## src/rtl/tlb_op_ctrl.sv

```systemverilog
// TLB instruction controller: runs TLBP/TLBR/TLBWI/TLBWR against the TLB array
// and returns results to CP0 through single-cycle write-back strobes.
module tlb_op_ctrl #(
    parameter int TLBNUM = 16,
    localparam int IW = $clog2(TLBNUM)
) (
    input  logic          clk,
    input  logic          resetn,
    input  logic          op_valid,
    output logic          op_ready,
    input  logic [1:0]    op_code,
    input  logic [31:0]   cp0_entryhi,
    input  logic [31:0]   cp0_entrylo0,
    input  logic [31:0]   cp0_entrylo1,
    input  logic [31:0]   cp0_index,
    output logic [IW-1:0] random,
    output logic          done,
    output logic          wb_index_we,
    output logic [31:0]   wb_index,
    output logic          wb_entry_we,
    output logic [31:0]   wb_entryhi,
    output logic [31:0]   wb_entrylo0,
    output logic [31:0]   wb_entrylo1,
    output logic [18:0]   s1_vpn2,
    output logic          s1_odd_page,
    output logic [7:0]    s1_asid,
    input  logic          s1_found,
    input  logic [IW-1:0] s1_index,
    output logic          we,
    output logic [IW-1:0] w_index,
    output logic [18:0]   w_vpn2,
    output logic [7:0]    w_asid,
    output logic          w_g,
    output logic [19:0]   w_pfn0,
    output logic [2:0]    w_c0,
    output logic          w_d0,
    output logic          w_v0,
    output logic [19:0]   w_pfn1,
    output logic [2:0]    w_c1,
    output logic          w_d1,
    output logic          w_v1,
    output logic [IW-1:0] r_index,
    input  logic [18:0]   r_vpn2,
    input  logic [7:0]    r_asid,
    input  logic          r_g,
    input  logic [19:0]   r_pfn0,
    input  logic [2:0]    r_c0,
    input  logic          r_d0,
    input  logic          r_v0,
    input  logic [19:0]   r_pfn1,
    input  logic [2:0]    r_c1,
    input  logic          r_d1,
    input  logic          r_v1
);

    typedef enum logic [1:0] {
        S_IDLE = 2'd0,
        S_EXEC = 2'd1,
        S_RESP = 2'd2
    } state_t;

    localparam logic [1:0] OP_TLBP  = 2'b00;
    localparam logic [1:0] OP_TLBR  = 2'b01;
    localparam logic [1:0] OP_TLBWR = 2'b11;

    state_t state, state_next;

    logic [1:0]    op_q;
    logic [18:0]   vpn2_q;
    logic [7:0]    asid_q;
    logic [25:0]   lo0_q;
    logic [25:0]   lo1_q;
    logic [IW-1:0] slot_q;
    logic [IW-1:0] rnd_q;
    logic          accept;

    logic unused_bits;
    assign unused_bits = ^{cp0_entryhi[12:8], cp0_entrylo0[31:26],
                           cp0_entrylo1[31:26], cp0_index[31:IW]};

    assign accept = op_valid && op_ready;

    always_ff @(posedge clk or negedge resetn) begin
        if (!resetn) state <= S_IDLE;
        else         state <= state_next;
    end

    always_comb begin
        state_next = state;
        case (state)
            S_IDLE:  if (accept) state_next = S_EXEC;
            S_EXEC:  state_next = S_RESP;
            S_RESP:  state_next = S_IDLE;
            default: state_next = S_IDLE;
        endcase
    end

    always_comb begin
        op_ready    = 1'b0;
        we          = 1'b0;
        done        = 1'b0;
        wb_index_we = 1'b0;
        wb_entry_we = 1'b0;
        case (state)
            S_IDLE: op_ready = 1'b1;
            S_EXEC: we = op_q[1];
            S_RESP: begin
                done        = 1'b1;
                wb_index_we = (op_q == OP_TLBP);
                wb_entry_we = (op_q == OP_TLBR);
            end
            default: ;
        endcase
    end

    // Random free-runs regardless of the FSM; TLBWR snapshots it at accept time.
    always_ff @(posedge clk or negedge resetn) begin
        if (!resetn)           rnd_q <= IW'(TLBNUM - 1);
        else if (rnd_q == '0)  rnd_q <= IW'(TLBNUM - 1);
        else                   rnd_q <= rnd_q - 1'b1;
    end

    always_ff @(posedge clk or negedge resetn) begin
        if (!resetn) begin
            op_q   <= '0;
            vpn2_q <= '0;
            asid_q <= '0;
            lo0_q  <= '0;
            lo1_q  <= '0;
            slot_q <= '0;
        end else if (accept) begin
            op_q   <= op_code;
            vpn2_q <= cp0_entryhi[31:13];
            asid_q <= cp0_entryhi[7:0];
            lo0_q  <= cp0_entrylo0[25:0];
            lo1_q  <= cp0_entrylo1[25:0];
            slot_q <= (op_code == OP_TLBWR) ? rnd_q : cp0_index[IW-1:0];
        end
    end

    always_ff @(posedge clk or negedge resetn) begin
        if (!resetn) begin
            wb_index    <= '0;
            wb_entryhi  <= '0;
            wb_entrylo0 <= '0;
            wb_entrylo1 <= '0;
        end else if (state == S_EXEC) begin
            if (op_q == OP_TLBP)
                wb_index <= {~s1_found, {(31-IW){1'b0}}, (s1_found ? s1_index : {IW{1'b0}})};
            if (op_q == OP_TLBR) begin
                wb_entryhi  <= {r_vpn2, 5'b0, r_asid};
                wb_entrylo0 <= {6'b0, r_pfn0, r_c0, r_d0, r_v0, r_g};
                wb_entrylo1 <= {6'b0, r_pfn1, r_c1, r_d1, r_v1, r_g};
            end
        end
    end

    assign random      = rnd_q;
    assign s1_vpn2     = vpn2_q;
    assign s1_asid     = asid_q;
    assign s1_odd_page = 1'b0;
    assign r_index     = slot_q;
    assign w_index     = slot_q;
    assign w_vpn2      = vpn2_q;
    assign w_asid      = asid_q;
    assign w_g         = lo0_q[0] & lo1_q[0];
    assign w_pfn0      = lo0_q[25:6];
    assign w_c0        = lo0_q[5:3];
    assign w_d0        = lo0_q[2];
    assign w_v0        = lo0_q[1];
    assign w_pfn1      = lo1_q[25:6];
    assign w_c1        = lo1_q[5:3];
    assign w_d1        = lo1_q[2];
    assign w_v1        = lo1_q[1];

endmodule

```

## config.mk

```make
export PLATFORM = sky130hd
export DESIGN_NAME = tlb_op_ctrl
export DESIGN_NICKNAME = d
export VERILOG_FILES = /design/src/rtl/tlb_op_ctrl.sv
export SDC_FILE = /design/constraint.sdc
export NUM_CORES = 1
export LEC_CHECK = 0
export ABC_CLOCK_PERIOD_IN_PS = 4000
export CELL_PAD_IN_SITES_DETAIL_PLACEMENT = 1
export CELL_PAD_IN_SITES_GLOBAL_PLACEMENT = 2
export CORE_AREA = 2 2 183 185
export CTS_BUF_LIST = sky130_fd_sc_hd__clkbuf_4
export CTS_CLUSTER_SIZE = 14
export DETAILED_ROUTE_END_ITERATION = 8
export DIE_AREA = 0 0 185 187
export PLACE_DENSITY = 0.88
export SLEW_MARGIN = 20
export SYNTH_ARGS = -nofsm -noshare
export SYNTH_HDL_FRONTEND = slang
export SYNTH_SLANG_ARGS = --single-unit
```

## constraint.sdc

```tcl
create_clock -name clk -period 4 [get_ports clk]
set_input_delay 0.6 -clock clk [delete_from_list [all_inputs] [get_ports clk]]
set_output_delay 0.6 -clock clk [all_outputs]
set_load 0.02 [all_outputs]
```

==> impl_results.md, run 1 <==
- Core area: 32860 sq um
- Unique masters post-synth: 26
- Final period util: 72.16%
- Required time worst endpoint: 3.40 ns
- Worst-Skew Late Latency: 0.60 ns
- Startpoint Class: flip-flop
- First-pass GRT wire length: 31.20 mm
- Hold WC Path Type: reg2reg
- Adder-cell share of the synthesized area: 0.1649%
- YS warnings: 0
- Final nets: 1045
- CP max FO: 5
- Number of top-level pins: 467
- Post-synthesis mux area share: 25.12%
- Max-slew violation count: 0
- Gate Count Post-Synth: 525
- # DRC: 0
- Max Root-Sink Buffers: 2
- Vias in the first global route: 5239
- Total Power: 7.324 mW
- Pwr dens: 645.4 nW/um^2
- Antenna violations before repair: 3
- CTS tree: yes
- Top-area cell type share of the netlist area: 56.08%
- Critical-path top delay cell: clkdlybuf4s50_1
- RSZ-0062 raised after global routing: false
- Post-synthesis sequential area ratio: 57.46%
- Design Area, Final: 11350 sq um
- FF/Latch Area: 4359 sq um
- Overflow after GRT: 0
- Status: completed
- Clock Tree Root: clkbuf_4
- Worst path cell trace: nor2b_1, nor3b_1, clkdlybuf4s50_1
- Vias per cell: 3.827
- Setup-failing EPs final: 0
- Initial Util: 23.08%
- Buffers on Ports: 376
- Setup crit end kind: output pin
- Multi-input logic area: 2312 sq um
- Post-Synth Simple-Gate Area: 1.880%
- Cell Rows: 67
- Drt total wl: 21.20 mm
- Clock-pin slew on the worst setup and hold paths: 0.16 ns
- Kind of critical path: reg2out
- Synth Area in XOR/XNOR: 0.1155%
- CP delay by family, top: buffers and inverters
- Slew margin rel.: 37.20%
- Detail Route Antenna Nets: 0
- Syn_area_per_cell: 14.45 sq um
- TNS Setup: 0 ns
- Setup Skew: 0.01579 ns
- Peak supply drop: 0.2653 mV
- Hold Vio Cnt, Final: 0
- Commonest non-fill, non-tap cell in the layout: clkdlybuf4s50_1
- 1st-pass router iterations: 3
- Highest clock rate: 346.5 MHz
- Routed via count: 4941
- Max_cap viols: 0
- Crit path DAT: 2.29 ns
- Final Util: 34.53%
- Post-CTS setup buffers: 0
- Area growth, synth to finish: 49.58%
- Die H: 187 microns
- Minimum clock period: 2.886 ns
- Largest family of logic cells by synthesized area: multiplexers
- Placed instance area: 11080 sq um
- H-tree levels: 4
- Leakage: 4.668 nW
- Area leader, netlist: dfrtp_1
- Share of layout cells above drive strength 1: 24.17%
- Area of the die: 34600 sq um
- Post-synthesis compound-gate area fraction: 0.8577%
- WP buf/inv: 1
- Most frequent cells in the layout: clkdlybuf4s50_1, dfrtp_1, mux2_2
- CP peak stage delay: 0.71 ns
- DP HPWL: 16.16 mm
- Register bit total from synthesis: 174
- Clock tree sinks: 174
- Post-CTS sizing: 0
- Total track usage: 12.11%
- Clock buffer count from CTS: 17
- Worst Max-Slew Pin Slew: 0.9420 ns
- Largest net degree at the start of global routing: 81
- RePlAce Congestion: 0.7278
- DR iter-0 viols: 69
- Die X: 185 microns
- Post-DR wirelength/cell: 16.42 microns
- Filler Cell Count: 3578
- Synth area leaders: dfrtp_1, mux2_2, buf_4
- Cts hold-fix bufs: 1
- Mapped cell area: 7586 sq um
final timing paths:
kind | cells after the start | to | from | slack [ns]
worst max-delay path | 3 | wb_index_we | state[1] | 1.11
worst min-delay path | 1 | random[0] | random[0] | 0.50
worst max register to register | 4 | wb_entrylo1[21] | state[0] | 1.72
worst min register to register | 1 | random[0] | random[0] | 0.50
max in group asynchronous | 3 | wb_entryhi[19] | resetn | 2.37
min in group asynchronous | 2 | wb_entryhi[1] | resetn | 0.54
synthesized netlist by cell type (all sizes together):
library cell and instances:
xor2 1, dfstp 4, o21ai 5, o31ai 2
nor2 6, nand2 12, mux2 159, and2 2
a21oi 5, ha 1, dfrtp 170, nor2b 2
buf 142, mux2i 4, clkbuf 1, nor3b 2
conb 1, inv 3, or4b 1, and3b 2
final cells by class:
cell class / instances / share of cell area (%)
flip-flops and latches: 174 / 38.42
repair buffers: 383 / 33.88
multi-input cells: 249 / 20.38
clock buffers: 18 / 1.191
diodes: 3 / 0.06616
inverters: 3 / 0.09924
clock inverters: 13 / 1.025
well taps: 448 / 4.940
routing by layer:
metal / routed length [microns] / up-vias / track usage, %
met1: 7863 / 2478 / 12.62
met2: 11220 / 229 / 22.08
met5: 0 / - / 0
met3: 1878 / 14 / 4.634
met4: 243 / 0 / 4.029
li1: - / 2220 / -
registers in the layout (all words and copies together), names as in the netlist:
register     count
r_index          4
random           4
s1_asid          8
wb_entrylo1     26
op_q             2
wb_entryhi      27
wb_entrylo0     25
state            2
s1_vpn2         19
lo1_q           26
wb_index         5
lo0_q           26
cell families after synthesis:
family | after synthesis
multiplexers | 163
adder cells (fa/ha/maj) | 1
XOR/XNOR | 1
buffers and inverters | 146
other | 1
flip-flops | 174
AND/OR/NAND/NOR | 27
AO/OA/AOI/OAI | 12
metrics by stage:
| stage | hold WS, ns | std cells | setup slack [ns] |
|---|---|---|---|
| after global routing | 0.4472 | 1291 | 0.8831 |
| after CTS | 0.4314 | 1288 | 0.9614 |
| after global placement | 0.4589 | 1256 | 1.602 |
| after floorplan | 0.3044 | 569 | 2.000 |
| after detailed placement | 0.4617 | 1256 | 1.610 |
| final | 0.4963 | 1291 | 1.114 |
power breakdown:
part           internal [mW]  switching (mW)
Combinational           1.92            1.66
Sequential              2.39           0.373
Clock                  0.316           0.660
(Power assumes the default switching activity.)
==> run 2: changes to the inputs <==
Settings changed: ABC_CLOCK_PERIOD_IN_PS 4000 to 2400, CORE_AREA 2 2 183 185 to not set, CORE_UTILIZATION set to 21, DIE_AREA 0 0 185 187 to not set, PLACE_DENSITY 0.88 to 0.84.
Clock period 4 ns to 2.4 ns, I/O delays scaled along.
==> run 2 against run 1 <==
Against the previous run: wire length is 1.0% higher; design area grew 1.4%; utilization down 2.2 points; critical path type unchanged; largest cell class unchanged; critical path depth shrank 2; global-route usage down 0.58 points; first-iteration DRC count fell by 7.2%.
==> impl_results.md, run 2 (synthesis gave the netlist of run 1 again) <==
- Status: completed (unchanged)
- Final nets: 1052 (was 1045)
- CP delay by family, top: buffers and inverters (unchanged)
- Most frequent cells in the layout: clkdlybuf4s50_1, dfrtp_1, mux2_2 (unchanged)
- Hold_ws: 0.2913 ns (was 0.4963 ns)
- Leakage: 4.755 nW (was 4.668 nW)
- Worst path cell trace: clkdlybuf4s50_1 (was nor2b_1, nor3b_1, clkdlybuf4s50_1)
- Highest clock rate: 456.4 MHz
- Hold path depth: 3 (was 1)
- Clock tree sinks: 174 (unchanged)
- CTS tree: yes (unchanged)
- R2R depth: 4 (unchanged)
- RePlAce Congestion: 0.7155 (was 0.7278)
- Antenna violations before repair: 1 (was 3)
- Slew margin rel.: 57.22% (was 37.20%)
- Max-slew violation count: 0 (unchanged)
- TNS Setup: 0 ns (unchanged)
- Overflow after GRT: 0 (unchanged)
- Setup crit end kind: output pin (unchanged)
- Drt total wl: 21.42 mm (was 21.20 mm)
- Critical-path top delay cell: clkdlybuf4s50_1 (unchanged)
- Number of top-level pins: 467 (unchanged)
- Buffers on Ports: 376 (unchanged)
- Area of the die: 36890 sq um (was 34600 sq um)
- Area growth, synth to finish: 51.69% (was 49.58%)
- Post-DR wirelength/cell: 16.35 microns (was 16.42 microns)
- Required time worst endpoint: 2.04 ns (was 3.40 ns)
- Share of layout cells above drive strength 1: 25.12% (was 24.17%)
- Core area: 35570 sq um (was 32860 sq um)
- Clock Tree Root: clkbuf_4 (unchanged)
- DR iter-0 viols: 64 (was 69)
- Logic pwr share: 48.3% (was 48.9%)
- Die X: 192.1 microns (was 185 microns)
- Worst-Skew Late Latency: 0.60 ns (about the same)
- CP max FO: 6 (was 5)
- Minimum clock period: 2.191 ns
- # DRC: 0 (unchanged)
- Clock network fraction of total power: 14.6% (was 13.3%)
- Vias per cell: 3.815 (was 3.827)
- 1st-pass router iterations: 4 (was 3)
- Seq pwr share: 37.1% (was 37.8%)
- Die H: 192.1 microns (was 187 microns)
- CP peak stage delay: 0.63 ns (was 0.71 ns)
- Vias in the first global route: 5304 (was 5239)
- Hold Vio Cnt, Final: 0 (unchanged)
- Initial Util: 21.33% (was 23.08%)
- Routed via count: 4998 (was 4941)
- Final period util: 91.29%
- Total track usage: 11.53% (was 12.11%)
- First-pass GRT wire length: 31.37 mm (was 31.20 mm)
- Hold WC Path Type: in2reg (was reg2reg)
- Worst Max-Slew Pin Slew: 0.6417 ns (was 0.9420 ns)
- Clock buffer count from CTS: 17 (unchanged)
- Cell Rows: 69 (was 67)
- Clock-pin slew on the worst setup and hold paths: 0.16 ns (about the same)
- Commonest non-fill, non-tap cell in the layout: clkdlybuf4s50_1 (unchanged)
- Setup-failing EPs final: 0 (unchanged)
- Kind of critical path: reg2out (unchanged)
- Startpoint Class: flip-flop (unchanged)
- Largest net degree at the start of global routing: 62 (was 81)
- Detail Route Antenna Nets: 0 (unchanged)
- Pwr dens: 1078 nW/um^2 (was 645.4 nW/um^2)
- Peak supply drop: 0.5381 mV (was 0.2653 mV)
- H-tree levels: 4 (unchanged)
- Max reg flops: 27 (unchanged)
- DP HPWL: 15.96 mm (was 16.16 mm)
- WP buf/inv: 1 (unchanged)
- Crit path DAT: 1.83 ns (was 2.29 ns)
- Switch share: 36.67% (was 36.77%)
- Max Root-Sink Buffers: 2 (unchanged)
- Register bank with the most flops: wb_entryhi (unchanged)
- Internal power: 7.856 mW (was 4.631 mW)
- Net Switching: 4.548 mW (was 2.693 mW)
- Setup Skew: 0.02368 ns (was 0.01579 ns)
- Critical path depth: 1 (was 3)
- RSZ-0062 raised after global routing: false (unchanged)
- Max_cap viols: 0 (unchanged)
[run 2: cell types whose count changed in the layout (fill, tap and decap cells not counted), moves of 2 or more]
| cell | before | now |
|---|---|---|
| diode_2 | 3 | 1 |
| buf_4 | 4 | 6 |
| clkdlybuf4s50_1 | 375 | 371 |
| buf_12 | 2 | 7 |
| dlygate4sd2_1 | 0 | 3 |
[run 2: path summary, 6_finish.rpt]
kind                             start             end  slack (ns)
max in group asynchronous       resetn       lo1_q[21]        1.38
setup reg to reg              state[0]  wb_entrylo1[3]        0.75
hold / removal             s1_index[2]     wb_index[2]        0.29
hold reg to reg            wb_index[0]     wb_index[0]        0.50
min in group asynchronous       resetn       lo0_q[10]        0.31
setup / recovery             random[2]       random[2]        0.21
[run 2: what timing repair did]
action,in CTS,in global routing
gates cloned,0,0
setup buffers,0,0
setup endpoints to repair,4,1
gates resized for setup,5,1
hold buffers,1,0
endpoints found under the hold margin,55,0
[run 2: cell type report]
| cell class | instances | area, sq um |
|---|---|---|
| multi-input combinational | 249 | 2312 |
| clock inverter | 15 | 160.2 |
| inverter | 3 | 11.26 |
| tap | 461 | 576.8 |
| sequential | 174 | 4360 |
| clock buffer | 17 | 127.6 |
| fill | 3857 | 24060 |
| antenna | 1 | 2.502 |
| timing repair buffer | 390 | 3956 |
[run 2: routing by layer]
metal,vias up,track usage [%],routed length [microns]
met2,259,19.84,10850
met1,2483,12.81,8187
met5,-,0,0
met3,14,4.148,2040
met4,0,4.755,340
li1,2242,-,-
[run 2: per-stage QoR]
step / utilization, % / cell area [sq um] / instances / setup slack [ns] / power (mW)
5_1_grt: 32.35 / 11510 / 1310 / 0.007883 / 13.13
3_3_place_gp: 31.51 / 11210 / 1276 / 0.4910 / 10.62
6_report: 32.35 / 11510 / 1310 / 0.2091 / 12.40
2_1_floorplan: - / 7751 / 569 / 0.6399 / 8.005
3_5_place_dp: 31.51 / 11210 / 1276 / 0.4756 / 10.76
4_1_cts: 32.34 / 11500 / 1309 / 0.06725 / 12.68
[run 2: power groups by stage]
stage	Clock (mW)	Sequential (mW)	Combinational, mW
final	1.81	4.60	5.99
after global routing	2.04	4.77	6.32
after CTS	1.96	4.64	6.08
after detailed placement	0	4.69	6.07
after global placement	0	4.63	5.98
after floorplan	0	5.64	2.37
